[src/rtl/systolic_pkg.sv]
// Shared defaults and FSM state type for the systolic array output path.
package systolic_pkg;

    localparam int ACC_W_DEF     = 16;
    localparam int N_MACS_DEF    = 4;
    localparam int MEM_DEPTH_DEF = 256;

    typedef enum logic [1:0] {
        IDLE    = 2'd0,
        COLLECT = 2'd1,
        DONE    = 2'd2
    } state_t;

endpackage

[src/rtl/lane_capture.sv]
// One MAC lane: holds its first result of the current row and flags re-captures.
module lane_capture
    import systolic_pkg::*;
#(
    parameter int ACC_W = ACC_W_DEF
) (
    input  logic                    clk,
    input  logic                    rst,
    input  logic                    capture_en,
    input  logic                    clear,
    input  logic                    valid,
    input  logic signed [ACC_W-1:0] din,
    output logic                    flag,
    output logic signed [ACC_W-1:0] lane_val,
    output logic                    ovf
);

    logic                    flag_reg;
    logic signed [ACC_W-1:0] value_reg;

    // flag/lane_val include a capture happening this cycle so a row can
    // complete on the same edge its last lane arrives.
    assign flag     = flag_reg | (capture_en & valid);
    assign lane_val = flag_reg ? value_reg : din;
    assign ovf      = capture_en & valid & flag_reg;

    always_ff @(posedge clk or posedge rst) begin
        if (rst) begin
            flag_reg  <= 1'b0;
            value_reg <= '0;
        end else if (clear) begin
            flag_reg  <= 1'b0;
        end else if (capture_en && valid && !flag_reg) begin
            flag_reg  <= 1'b1;
            value_reg <= din;
        end
    end

endmodule

[src/rtl/output_mem_if.sv]
// Collects per-lane MAC results into packed rows and writes them to output BRAM.
// Optional ReLU on written lanes when OUTPUT_MEM_IF_RELU_EN is defined.
module output_mem_if
    import systolic_pkg::*;
#(
    parameter int ACC_W     = ACC_W_DEF,
    parameter int N_MACS    = N_MACS_DEF,
    parameter int MEM_DEPTH = MEM_DEPTH_DEF
) (
    input  logic                            clk,
    input  logic                            rst,
    input  logic                            start,
    input  logic                            abort,
    input  logic [$clog2(MEM_DEPTH)-1:0]    base_addr,
    input  logic [$clog2(MEM_DEPTH):0]      num_words,
    input  logic signed [ACC_W-1:0]         acc_in_0,
    input  logic signed [ACC_W-1:0]         acc_in_1,
    input  logic signed [ACC_W-1:0]         acc_in_2,
    input  logic signed [ACC_W-1:0]         acc_in_3,
    input  logic [N_MACS-1:0]               valid_in,
    output logic [$clog2(MEM_DEPTH)-1:0]    bram_addr,
    output logic                            bram_en,
    output logic                            bram_we,
    output logic [N_MACS*ACC_W-1:0]         bram_din,
    output logic                            busy,
    output logic                            done,
    output logic                            overflow
);

    localparam int AW = $clog2(MEM_DEPTH);
    localparam int CW = AW + 1;

    state_t state_reg, state_next;

    logic [AW-1:0]           addr_reg;
    logic [CW-1:0]           words_left_reg;
    logic                    overflow_reg;
    logic [AW-1:0]           bram_addr_reg;
    logic                    bram_we_reg;
    logic [N_MACS*ACC_W-1:0] bram_din_reg;

    logic start_ok;
    logic capture_en;
    logic row_done;
    logic lane_clear;

    logic [N_MACS-1:0]       lane_flag;
    logic [N_MACS-1:0]       lane_ovf;
    logic signed [ACC_W-1:0] acc_arr  [N_MACS];
    logic signed [ACC_W-1:0] lane_val [N_MACS];
    logic [N_MACS*ACC_W-1:0] packed_word;

    assign lane_clear = row_done | abort | start_ok;

    genvar gi;
    generate
        for (gi = 0; gi < N_MACS; gi++) begin : g_lane
            if (gi == 0) begin : g_a0
                assign acc_arr[gi] = acc_in_0;
            end else if (gi == 1) begin : g_a1
                assign acc_arr[gi] = acc_in_1;
            end else if (gi == 2) begin : g_a2
                assign acc_arr[gi] = acc_in_2;
            end else if (gi == 3) begin : g_a3
                assign acc_arr[gi] = acc_in_3;
            end else begin : g_anone
                assign acc_arr[gi] = '0;
            end

            lane_capture #(
                .ACC_W (ACC_W)
            ) u_lane (
                .clk        (clk),
                .rst        (rst),
                .capture_en (capture_en),
                .clear      (lane_clear),
                .valid      (valid_in[gi]),
                .din        (acc_arr[gi]),
                .flag       (lane_flag[gi]),
                .lane_val   (lane_val[gi]),
                .ovf        (lane_ovf[gi])
            );

`ifdef OUTPUT_MEM_IF_RELU_EN
            assign packed_word[gi*ACC_W +: ACC_W] =
                lane_val[gi][ACC_W-1] ? '0 : lane_val[gi];
`else
            assign packed_word[gi*ACC_W +: ACC_W] = lane_val[gi];
`endif
        end
    endgenerate

    always_ff @(posedge clk or posedge rst) begin
        if (rst) begin
            state_reg <= IDLE;
        end else begin
            state_reg <= state_next;
        end
    end

    // Rows are only gathered while words remain; once the count hits zero the
    // final write (if any) is on the bus and the next edge moves to DONE.
    always_comb begin
        state_next = state_reg;
        start_ok   = 1'b0;
        capture_en = 1'b0;
        row_done   = 1'b0;
        busy       = 1'b0;
        done       = 1'b0;
        case (state_reg)
            IDLE: begin
                if (start && !abort) begin
                    start_ok   = 1'b1;
                    state_next = COLLECT;
                end
            end
            COLLECT: begin
                busy = 1'b1;
                if (abort) begin
                    state_next = IDLE;
                end else if (words_left_reg == '0) begin
                    state_next = DONE;
                end else begin
                    capture_en = 1'b1;
                    row_done   = &lane_flag;
                end
            end
            DONE: begin
                done       = 1'b1;
                state_next = IDLE;
            end
            default: begin
                state_next = IDLE;
            end
        endcase
    end

    always_ff @(posedge clk or posedge rst) begin
        if (rst) begin
            addr_reg       <= '0;
            words_left_reg <= '0;
            overflow_reg   <= 1'b0;
            bram_addr_reg  <= '0;
            bram_we_reg    <= 1'b0;
            bram_din_reg   <= '0;
        end else begin
            bram_we_reg <= row_done;
            if (row_done) begin
                bram_din_reg   <= packed_word;
                bram_addr_reg  <= addr_reg;
                addr_reg       <= (addr_reg == AW'(MEM_DEPTH - 1)) ? '0 : addr_reg + AW'(1);
                words_left_reg <= words_left_reg - CW'(1);
            end
            if (start_ok) begin
                addr_reg       <= base_addr;
                words_left_reg <= num_words;
            end
            if (start_ok) begin
                overflow_reg <= 1'b0;
            end else if (|lane_ovf) begin
                overflow_reg <= 1'b1;
            end
        end
    end

    assign bram_addr = bram_addr_reg;
    assign bram_en   = bram_we_reg;
    assign bram_we   = bram_we_reg;
    assign bram_din  = bram_din_reg;
    assign overflow  = overflow_reg;

endmodule
[config.mk]
export PLATFORM = sky130hd
export DESIGN_NAME = output_mem_if
export DESIGN_NICKNAME = d
export VERILOG_FILES = /design/src/rtl/systolic_pkg.sv /design/src/rtl/lane_capture.sv /design/src/rtl/output_mem_if.sv
export SDC_FILE = /design/constraint.sdc
export NUM_CORES = 1
export LEC_CHECK = 0
export ABC_AREA = 1
export CAP_MARGIN = 25
export CELL_PAD_IN_SITES_DETAIL_PLACEMENT = 0
export CELL_PAD_IN_SITES_GLOBAL_PLACEMENT = 1
export CORE_MARGIN = 5
export CORE_UTILIZATION = 51
export DETAILED_ROUTE_END_ITERATION = 12
export DONT_BUFFER_PORTS = 1
export PLACE_DENSITY = 0.9
export SLEW_MARGIN = 40
export SYNTH_ARGS = -nofsm -noshare
export SYNTH_HDL_FRONTEND = slang
export SYNTH_SLANG_ARGS = --single-unit
[constraint.sdc]
create_clock -name clk -period 12.9 [get_ports clk]
set_clock_uncertainty 0.15 [all_clocks]
set_input_delay 0.645 -clock clk [delete_from_list [all_inputs] [get_ports clk]]
set_output_delay 0.645 -clock clk [all_outputs]
set_load 0.02 [all_outputs]
==> results of run 1 <==
-- where the power goes --
| group | switching [mW] | internal [mW] |
|---|---|---|
| sequential | 0.0898 | 0.634 |
| combinational | 0.160 | 0.101 |
| clock | 0.195 | 0.283 |
-- cells in the mapped netlist --
master | number | area share, %
nand3b_1 | 2 | 0.20
o21ai_0 | 26 | 1.7
ha_1 | 3 | 0.50
nor2_2 | 4 | 0.34
o22ai_1 | 1 | 0.084
o211ai_1 | 1 | 0.10
nand4_1 | 66 | 5.5
inv_2 | 5 | 0.25
nor2_1 | 66 | 3.3
nor3_4 | 1 | 0.22
mux2i_1 | 16 | 2.2
buf_1 | 5 | 0.25
o21ai_1 | 16 | 1.1
buf_6 | 11 | 1.7
buf_2 | 17 | 1.1
a211o_1 | 1 | 0.12
o31ai_1 | 3 | 0.30
xnor2_1 | 2 | 0.24
clkinv_1 | 3 | 0.15
nand3_1 | 13 | 0.87
nor2_4 | 3 | 0.45
nand2_2 | 2 | 0.17
buf_4 | 7 | 0.71
nand3_2 | 1 | 0.13
inv_1 | 20 | 1.0
nand2_1 | 310 | 16
clkbuf_2 | 1 | 0.067
a31oi_1 | 48 | 4.0
clkbuf_1 | 15 | 0.76
nor3_1 | 4 | 0.27
a21oi_1 | 11 | 0.74
o21a_1 | 1 | 0.10
nor3_2 | 1 | 0.13
dfrtp_1 | 161 | 54
nand4_4 | 5 | 1.4
-- kinds of logic after synthesis --
group | synth area share (%)
multiplexers | 2.15
XOR/XNOR | 0.235
buffers and inverters | 6.00
AO/OA/AOI/OAI | 8.30
flip-flops | 54.1
adder cells (fa/ha/maj) | 0.504
AND/OR/NAND/NOR | 28.7
-- worst reg2reg max path, delay by kind of cell, from the launching register on --
family          cells  cell delay [ns]
simple gates        4             1.88
flops               1             0.74
buf+inv             1             0.67
compound gates      1             0.14
-- metrics by stage --
stage / utilization, % / cell area, sq um / setup WS, ns / std cells / power, mW
5_1_grt: 55.4 / 7990 / 8.73 / 1018 / 1.55
2_1_floorplan: - / 7450 / 7.76 / 852 / 0.927
6_report: 55.4 / 7990 / 9.22 / 1018 / 1.46
4_1_cts: 55.4 / 7980 / 9.17 / 1018 / 1.48
3_3_place_gp: 51.1 / 7370 / 9.33 / 984 / 0.970
3_5_place_dp: 51.5 / 7430 / 9.20 / 987 / 0.991
-- cell usage in the layout (no fill, tap or decap), types with 5 or more instances in the layout --
cell type,instances
nand4_1,66
a21oi_1,11
nor2_1,66
mux2i_1,16
dfrtp_1,160
inv_1,19
nand3_1,13
o21ai_1,16
clkbuf_16,17
nand2_1,310
o21ai_0,26
inv_2,5
nand4_4,5
a31oi_1,48
-- worst max path at each step --
stage / startpoint / end / slack, ns / cells past startpoint
floorplan: rst / addr_reg[0] / 7.76 / 1
global placement: g_lane[1].u_lane.flag_reg / g_lane[3].u_lane.flag_reg / 9.33 / 6
detailed placement: g_lane[2].u_lane.flag_reg / g_lane[3].u_lane.flag_reg / 9.20 / 6
CTS: g_lane[1].u_lane.flag_reg / g_lane[3].u_lane.flag_reg / 9.17 / 6
global route: g_lane[2].u_lane.flag_reg / g_lane[3].u_lane.flag_reg / 8.73 / 6
finish: g_lane[2].u_lane.flag_reg / g_lane[3].u_lane.flag_reg / 9.22 / 6
-- final cells by class --
| class | count | area [sq um] | share of cell area [%] |
|---|---|---|---|
| Sequential cell | 161 | 4030 | 50.4 |
| Multi-Input combinational cell | 607 | 2980 | 37.3 |
| Clock buffer | 21 | 440 | 5.51 |
| Tap cell | 184 | 230 | 2.88 |
| Inverter | 28 | 113 | 1.41 |
| Clock inverter | 10 | 111 | 1.39 |
| Timing Repair Buffer | 7 | 87.6 | 1.10 |
-- routing by layer --
layer	vias to the layer above	GRT usage (%)	routed length, microns
met5	-	0	0
met4	0	7.56	278
met3	23	7.72	1740
met2	191	33.6	8390
met1	2813	26.8	7210
li1	2801	-	-
==> out/qor.csv, run 1 <==
metric,value,unit
post_cts_buffers,0,
drv_cap,0,
syn_nets,944,
setup_viol,0,
ys_seq_area_share,54.1,%
hold_slack,0.0300,ns
grt_overflow,0,
top_level_ports,166,
grt_max_degree,103,
die-area,17100,sq um
core,14400,sq um
hpwl,12000,microns
cts_buffers,17,
first_pass_iters,5,
cts-htree-levels,4,
grt_pass1_vias,5748,
path_buf_inv,1,
port_buffers,0,
path_class,flip-flop to flip-flop,
critPathMaxStageDelay,0.76,ns
crit_family,simple AND/OR/NAND/NOR gates,
maxSlewHeadroom,45.6,%
fin_nets,914,
area_growth,7.29,%
start_util,51.6,%
postSynthCellCount,852,
peakVddDrop,0.100,mV
ys_types,35,
vias,5828,
worstHoldPathType,input port to asynchronous set/reset pin,
synth_area_per_cell,8.74,sq um
clkTransAtPathRegs,0.06,ns
crit_chain,clkinv_1 > nand2_1 > nand4_4 > nand2_1 > nor2_1 > o21a_1,
avgRoutedWirePerCell,17.3,microns
finalMaxSlewViolations,0,
ant_nets,0,
reg2reg_to,g_lane[3].u_lane.flag_reg,
finalHoldViolCount,0,
drt_iter0_markers,478,
grt_pass1_wl,28600,microns
r2r_cells,6,
postCtsHoldBufs,0,
fillCellCount,1270,
cts_resized,0,
critPathMaxFanout,51,
period_minus_slack,3.68,ns
tightest_slew,0.816,ns
antenna_found_initial,0,
endpoint_kind,flip-flop,
drc_errors,0,
cts.sinks,161,
leakagePower,3.87,nW
fmax,272,MHz
required,13.05,ns
outcome,finished clean,
cts_root_buf,clkbuf_16,
cts_buffer_depth,2,
worst_ep_arrival_time,3.83,ns
cpMostUsedCell,nand2_1,
gp_congestion,0.852,
drive_gt1_share,6.95,%
cts_tree,done,
die_w,131,microns
critical_path.reg2reg.startpoint,g_lane[2].u_lane.flag_reg,
drt-total-wl,17600,microns
num_antenna_cells,0,
rows,44,
track_usage,21.2,%
startpoint_type,flip-flop,
tns,0,ns
rrSetupSlack,9.22,ns
worstSkewPairLatency,0.42,ns
ys_ff_latch,161,
ys_warn_count,0,
die_h,131,microns
vias_per_cell,5.72,
fin_crit_sh,28.5,%
syn-cell-area,7450,sq um
rsz0062_at_grt,no,
crit_slowest_cell,nand2_1,
p_per_area,183,nW/um^2
No activity file was read; power rests on OpenSTA's default activity.
==> run 2, diff against run 1 <==
--- a/config.mk
+++ b/config.mk
@@ -5,15 +5,15 @@
 export SDC_FILE = /design/constraint.sdc
 export NUM_CORES = 1
 export LEC_CHECK = 0
-export ABC_AREA = 1
+export ABC_AREA = 0
 export CAP_MARGIN = 25
 export CELL_PAD_IN_SITES_DETAIL_PLACEMENT = 0
 export CELL_PAD_IN_SITES_GLOBAL_PLACEMENT = 1
 export CORE_MARGIN = 5
-export CORE_UTILIZATION = 51
+export CORE_UTILIZATION = 45
 export DETAILED_ROUTE_END_ITERATION = 12
 export DONT_BUFFER_PORTS = 1
-export PLACE_DENSITY = 0.9
+export PLACE_DENSITY = 0.8
 export SLEW_MARGIN = 40
 export SYNTH_ARGS = -nofsm -noshare
 export SYNTH_HDL_FRONTEND = slang
==> constraint.sdc (replaced) <==
create_clock -name clk -period 2.96 [get_ports clk]
set_clock_uncertainty 0.15 [all_clocks]
set_input_delay 0.148 -clock clk [delete_from_list [all_inputs] [get_ports clk]]
set_output_delay 0.148 -clock clk [all_outputs]
set_load 0.02 [all_outputs]
==> out/qor.csv, run 2 <==
metric,value,unit,change
worst_ep_arrival_time,2.83,ns,-1.00 ns
drv_cap,0,,unchanged
seqPwrFrac,53.0,%,+3.5 points
grt_max_degree,81,,-21%
grt_pass1_vias,5608,,-2.4%
ys_ff_latch,161,,unchanged
hold_slack,-0.00438,ns,-0.0343 ns
start_util,45.5,%,-6.1 points
drc_errors,0,,unchanged
crit_family,buffers and inverters,,
period_minus_slack,2.68,ns,-0.992 ns
track_usage,20.3,%,-0.92 points
syn_nets,702,,-26%
seq_area,4030,sq um,about the same
tightest_slew,0.577,ns,-0.240 ns
core,15800,sq um,+9.7%
cts.sinks,161,,unchanged
cts_buffers,17,,unchanged
cts_root_buf,clkbuf_16,,
gp_congestion,0.834,,-2.1%
multi_input_area,3000,sq um,+0.71%
antenna_found_initial,1,,+1
ys_top_cells_by_area,"dfrtp_1 56%, mux2_2 11%, a21oi_1 9.4%",,
finalMaxSlewViolations,0,,unchanged
first_pass_iters,5,,unchanged
p_sw,2.32,mW,+420%
cts_buffer_depth,2,,unchanged
vias,5308,,-8.9%
startpoint_type,flip-flop,,
required,3.11,ns,-9.94 ns
fillCellCount,1315,,+3.5%
leakagePower,3.67,nW,-5.1%
endpoint_kind,flip-flop,,
finalHoldViolCount,1,,+1
maxSlewHeadroom,61.6,%,+16 points
synth_edf_count,0,,unchanged
crit_chain,or3b_1 > a41o_1 > buf_4 > o21ai_0 > nor2_1 > dlygate4sd3_1,,
drt-total-wl,18600,microns,+5.7%
cts-htree-levels,4,,unchanged
ant_nets,0,,unchanged
ys.flop_type,dfrtp_1,,
synth-async-reset-ratio,100,%,unchanged
fin_crit_sh,90.7,%,+62 points
final_util,57.2,%,+1.8 points
die_w,137,microns,+4.4%
fin_nets,788,,-14%
clkTransAtPathRegs,0.06,ns,about the same
outcome,"complete, but fails checks",,
port_buffers,0,,unchanged
cts_tree,done,,
hpwl,12000,microns,-0.70%
placed_cell_area,7500,sq um,+0.89%
synth.most_common_cell,dfrtp_1,,
grt_overflow,0,,unchanged
critPathMaxStageDelay,0.56,ns,-0.20 ns
violations,hold timing,,
ys_seq_area_share,55.9,%,+1.8 points
worstHoldPathType,input port to flip-flop,,
crit_slowest_cell,dlygate4sd3_1,,
peakVddDrop,0.422,mV,+320%
grt_pass1_wl,29400,microns,+3.0%
layout_commonest_cell,dfrtp_1,,
synth.top_cells.by_count,"161 x dfrtp_1, 136 x a21oi_1, 69 x mux2_2",,
tns,0,ns,unchanged
drive_gt1_share,18.1,%,+11 points
synth_area_per_cell,11.8,sq um,+35%
rsz0062_at_grt,no,,
place_ws,0.434,ns,-8.77 ns
syn-cell-area,7210,sq um,-3.2%
yosysTopAreaCell,dfrtp_1,,
vias_per_cell,5.73,,+0.13%
drt_iter0_markers,328,,-31%
postSynthCellCount,610,,-28%
area_growth,25.6,%,
stdcell_area,9050,sq um,+13%
p_per_area,786,nW/um^2,+330%
avgRoutedWirePerCell,20.1,microns,+16%
p_int,4.79,mW,+370%
setup_ws,0.275,ns,-8.95 ns
comb_power_share,15.8,%,-2.0 points
fmax,372,MHz,+37%
p_clk_share,31.2,%,-1.5 points
die_h,137,microns,+4.4%
path_buf_inv,2,,+1
path_class,flip-flop to flip-flop,,
ys_types,44,,+26%
top_level_ports,166,,unchanged
setup_viol,0,,unchanged
critPathMaxFanout,30,,-41%
yosysTopAreaCellShare,55.9,%,+1.8 points
worstSkewPairLatency,0.42,ns,about the same
die-area,18600,sq um,+8.9%
ys_warn_count,0,,unchanged
rows,46,,+4.5%
final_cell_mix,"161 x dfrtp_1, 136 x a21oi_1, 91 x dlygate4sd3_1, 69 x mux2_2, 64 x mux2i_1",,
sw_frac_of_total,32.7,%,+2.3 points
-- run 2: cell count changes in the layout (fill, tap and decap cells not counted), sizes merged, moves of 5 or more --
cell,change
buf,+13
a21oi,+125
clkinv,-5
dlygate4sd3,+91
mux2i,+48
nand2,-295
nor2,-53
or4,+7
a31oi,-41
mux2,+72
inv,-21
o21ai,-34
o311ai,+5
nand4,-65
-- run 2: worst paths after layout --
check	start	endpoint	slack, ns	cells past startpoint
worst max-delay path	state_reg[1]	g_lane[2].u_lane.flag_reg	0.28	6
worst min-delay path	start	addr_reg[1]	-0.004	3
worst max register to register	state_reg[1]	g_lane[2].u_lane.flag_reg	0.28	6
worst min register to register	g_lane[3].u_lane.value_reg[15]	g_lane[3].u_lane.value_reg[15]	0.34	1
max in group asynchronous	rst	bram_addr[3]	1.93	3
min in group asynchronous	rst	bram_din[20]	0.02	2
-- run 2: cell families (layout without fill, tap and decap cells) --
group	count (synthesis)	after routing	share of synthesized area, %
flip-flops	161	161	55.9
other	0	1	0
multiplexers	136	136	20.1
AO/OA/AOI/OAI	172	172	13.0
adder cells (fa/ha/maj)	3	3	0.521
AND/OR/NAND/NOR	90	90	7.33
buffers and inverters	48	147	3.09
-- run 2: power groups by stage --
stage                     Sequential [mW]  Clock (mW)  Combinational (mW)
after global routing                 3.85        2.36                1.26
after detailed placement             3.80           0                1.00
after global placement               3.78           0               0.935
final                                3.77        2.22                1.12
after floorplan                      3.62           0               0.826
after CTS                            3.77        2.26                1.11
-- run 2: what timing repair did --
item	in CTS	in global routing
hold buffers	91	0
setup endpoints to repair	0	0
endpoints found under the hold margin	181	0
gates resized for setup	0	0
setup buffers	0	0
-- run 2: layout make-up --
type	instances	area share (%)
Timing Repair Buffer	111	12.5
Antenna cell	1	0.0277
Multi-Input combinational cell	401	33.1
Clock buffer	22	5.24
Clock inverter	10	1.38
Tap cell	216	2.99
Inverter	4	0.207
Sequential cell	161	44.5
-- run 2: worst min-delay path, cell delays in order --
cell	delay, ns
nor4b_4	0.14
a31oi_1	0.14
a21oi_1	0.08
-- run 2: per-layer routing --
layer / GRT usage (%) / vias up / routed length (microns)
met5: 0 / - / 0
met2: 33.6 / 180 / 9380
met3: 6.43 / 30 / 1350
met1: 25.1 / 2675 / 7500
li1: - / 2423 / -
met4: 6.66 / 0 / 380
-- run 2: through the flow --
| stage | power (mW) | cells |
|---|---|---|
| final | 7.11 | 926 |
| after global routing | 7.48 | 926 |
| after CTS | 7.15 | 924 |
| after detailed placement | 4.80 | 801 |
| after global placement | 4.71 | 801 |
| after floorplan | 4.44 | 610 |
==> run 3, diff against run 2 <==
--- a/config.mk
+++ b/config.mk
@@ -9,11 +9,13 @@
 export CAP_MARGIN = 25
 export CELL_PAD_IN_SITES_DETAIL_PLACEMENT = 0
 export CELL_PAD_IN_SITES_GLOBAL_PLACEMENT = 1
+export CORE_ASPECT_RATIO = 1.5
 export CORE_MARGIN = 5
 export CORE_UTILIZATION = 45
 export DETAILED_ROUTE_END_ITERATION = 12
 export DONT_BUFFER_PORTS = 1
 export PLACE_DENSITY = 0.8
+export RECOVER_POWER = 25
 export SLEW_MARGIN = 40
 export SYNTH_ARGS = -nofsm -noshare
 export SYNTH_HDL_FRONTEND = slang
==> out/qor.csv, run 3 (synthesis gave the netlist of run 2 again) <==
metric,value,unit,change
outcome,"complete, but fails checks",,
violations,"capacitance limit, slew limit",,
drive_gt1_share,18.4,%,+0.31 points
fillCellCount,1303,,-0.91%
cts_root_buf,clkbuf_16,,
top_level_ports,166,,unchanged
die_h,165,microns,+21%
drt-total-wl,18500,microns,-0.66%
crit_slowest_cell,dlygate4sd3_1,,
critPathMaxStageDelay,0.56,ns,about the same
gp_congestion,0.888,,+6.4%
leakagePower,3.68,nW,+0.11%
critPathMaxFanout,11,,-63%
finalMaxSlewViolations,77,,+77
drt_iter0_markers,314,,-4.3%
avgRoutedWirePerCell,20.0,microns,-0.33%
fin_nets,798,,+1.3%
layout_commonest_cell,dfrtp_1,,
cts_resized,0,,unchanged
path_class,flip-flop to flip-flop,,
endpoint_kind,flip-flop,,
cts.sinks,161,,unchanged
tns,0,ns,unchanged
cts_buffers,17,,unchanged
area_growth,25.4,%,
post_cts_buffers,0,,unchanged
worstSkewPairLatency,0.42,ns,about the same
track_usage,20.1,%,-0.13 points
postCtsHoldBufs,97,,+6.6%
antenna_found_initial,1,,unchanged
final_cell_mix,"161 x dfrtp_1, 136 x a21oi_1, 98 x dlygate4sd3_1, 69 x mux2_2, 64 x mux2i_1",,
vias,5331,,+0.43%
fin_crit_sh,88.4,%,-2.3 points
die-area,18700,sq um,+0.28%
grt_pass1_vias,5715,,+1.9%
rrSetupSlack,0.34,ns,+0.07 ns
required,3.10,ns,about the same
cts_buffer_depth,2,,unchanged
cts-htree-levels,4,,unchanged
ant_nets,0,,unchanged
placed_cell_area,7470,sq um,-0.35%
die_w,113,microns,-17%
drv_cap,1,,+1
p_per_area,772,nW/um^2,-1.7%
path_buf_inv,2,,unchanged
maxSlewHeadroom,-26.2,%,-88 points
drc_errors,0,,unchanged
crit_family,buffers and inverters,,
rows,56,,+22%
vias_per_cell,5.78,,+0.76%
grt_max_degree,162,,+100%
stdcell_area,9040,sq um,-0.14%
clkTransAtPathRegs,0.06,ns,about the same
port_buffers,0,,unchanged
grt_overflow,0,,unchanged
rsz0062_at_grt,no,,
setup_viol,0,,unchanged
start_util,45.9,%,+0.38 points
cts_tree,done,,
fmax,382,MHz,+2.6%
hold_slack,0.0691,ns,+0.0735 ns
first_pass_iters,4,,-1
hpwl,12100,microns,+1.6%
finalHoldViolCount,0,,-1
grt_pass1_wl,29900,microns,+1.6%
peakVddDrop,0.478,mV,+13%
tightest_slew,1.89,ns,+1.32 ns
crit_chain,or3b_1 > a41o_1 > buf_4 > o21ai_0 > nor2_1 > dlygate4sd3_1,,
worstHoldPathType,input port to flip-flop,,
core,15700,sq um,-0.84%
worst_ep_arrival_time,2.76,ns,-0.07 ns
startpoint_type,flip-flop,,
period_minus_slack,2.62,ns,-0.0676 ns
## run 3: cell types whose count changed in the layout (fill, tap and decap cells not counted), sizes merged
cell,delta
buf,+2
bufinv,-1
clkbuf,-4
clkinv,+4
dlygate4sd3,+7
inv,+2
## run 3: path summary, 6_finish.rpt
kind,start,endpoint,cells past startpoint
max,state_reg[1],g_lane[0].u_lane.flag_reg,6
min,start,overflow,3
max reg2reg,state_reg[1],g_lane[0].u_lane.flag_reg,6
min reg2reg,g_lane[3].u_lane.value_reg[15],g_lane[3].u_lane.value_reg[15],1
max in group asynchronous,rst,bram_addr[1],4
min in group asynchronous,rst,g_lane[3].u_lane.value_reg[2],3
## run 3: routing by layer
layer | vias to the layer above | part of all wire [%] | global-route usage, %
li1 | 2438 | - | -
met1 | 2680 | 38 | 24.1
met2 | 177 | 53 | 34.4
met3 | 36 | 5.8 | 5.21
met4 | 0 | 2.6 | 8.37
met5 | - | 0 | 0
## run 3: final cells by class
type | count | area (sq um) | share of cell area [%]
sequential | 161 | 4030 | 44.6
tap | 203 | 254 | 2.81
antenna | 1 | 2.50 | 0.0277
multi-input combinational | 401 | 2990 | 33.1
inverter | 4 | 18.8 | 0.208
clock buffer | 17 | 425 | 4.71
timing repair buffer | 121 | 1190 | 13.1
clock inverter | 15 | 133 | 1.47
## run 3: power breakdown
| group | switching [mW] | internal [mW] |
|---|---|---|
| Clock | 0.919 | 1.16 |
| Combinational | 0.519 | 0.603 |
| Sequential | 0.907 | 2.87 |
## run 3: per-stage QoR
stage	setup WS [ns]	power, mW	util (%)	std cells
after global routing	0.224	7.35	57.6	923
final	0.343	6.98	57.6	923
after CTS	0.366	7.03	57.4	919
after global placement	0.506	4.72	47.6	790
after detailed placement	0.453	4.82	47.6	790
after floorplan	0.564	4.44	-	610
## run 3: tightest hold or removal path: stages
cell,delay [ns]
nor4b_2,0.13
buf_4,0.20
nor2_1,0.11
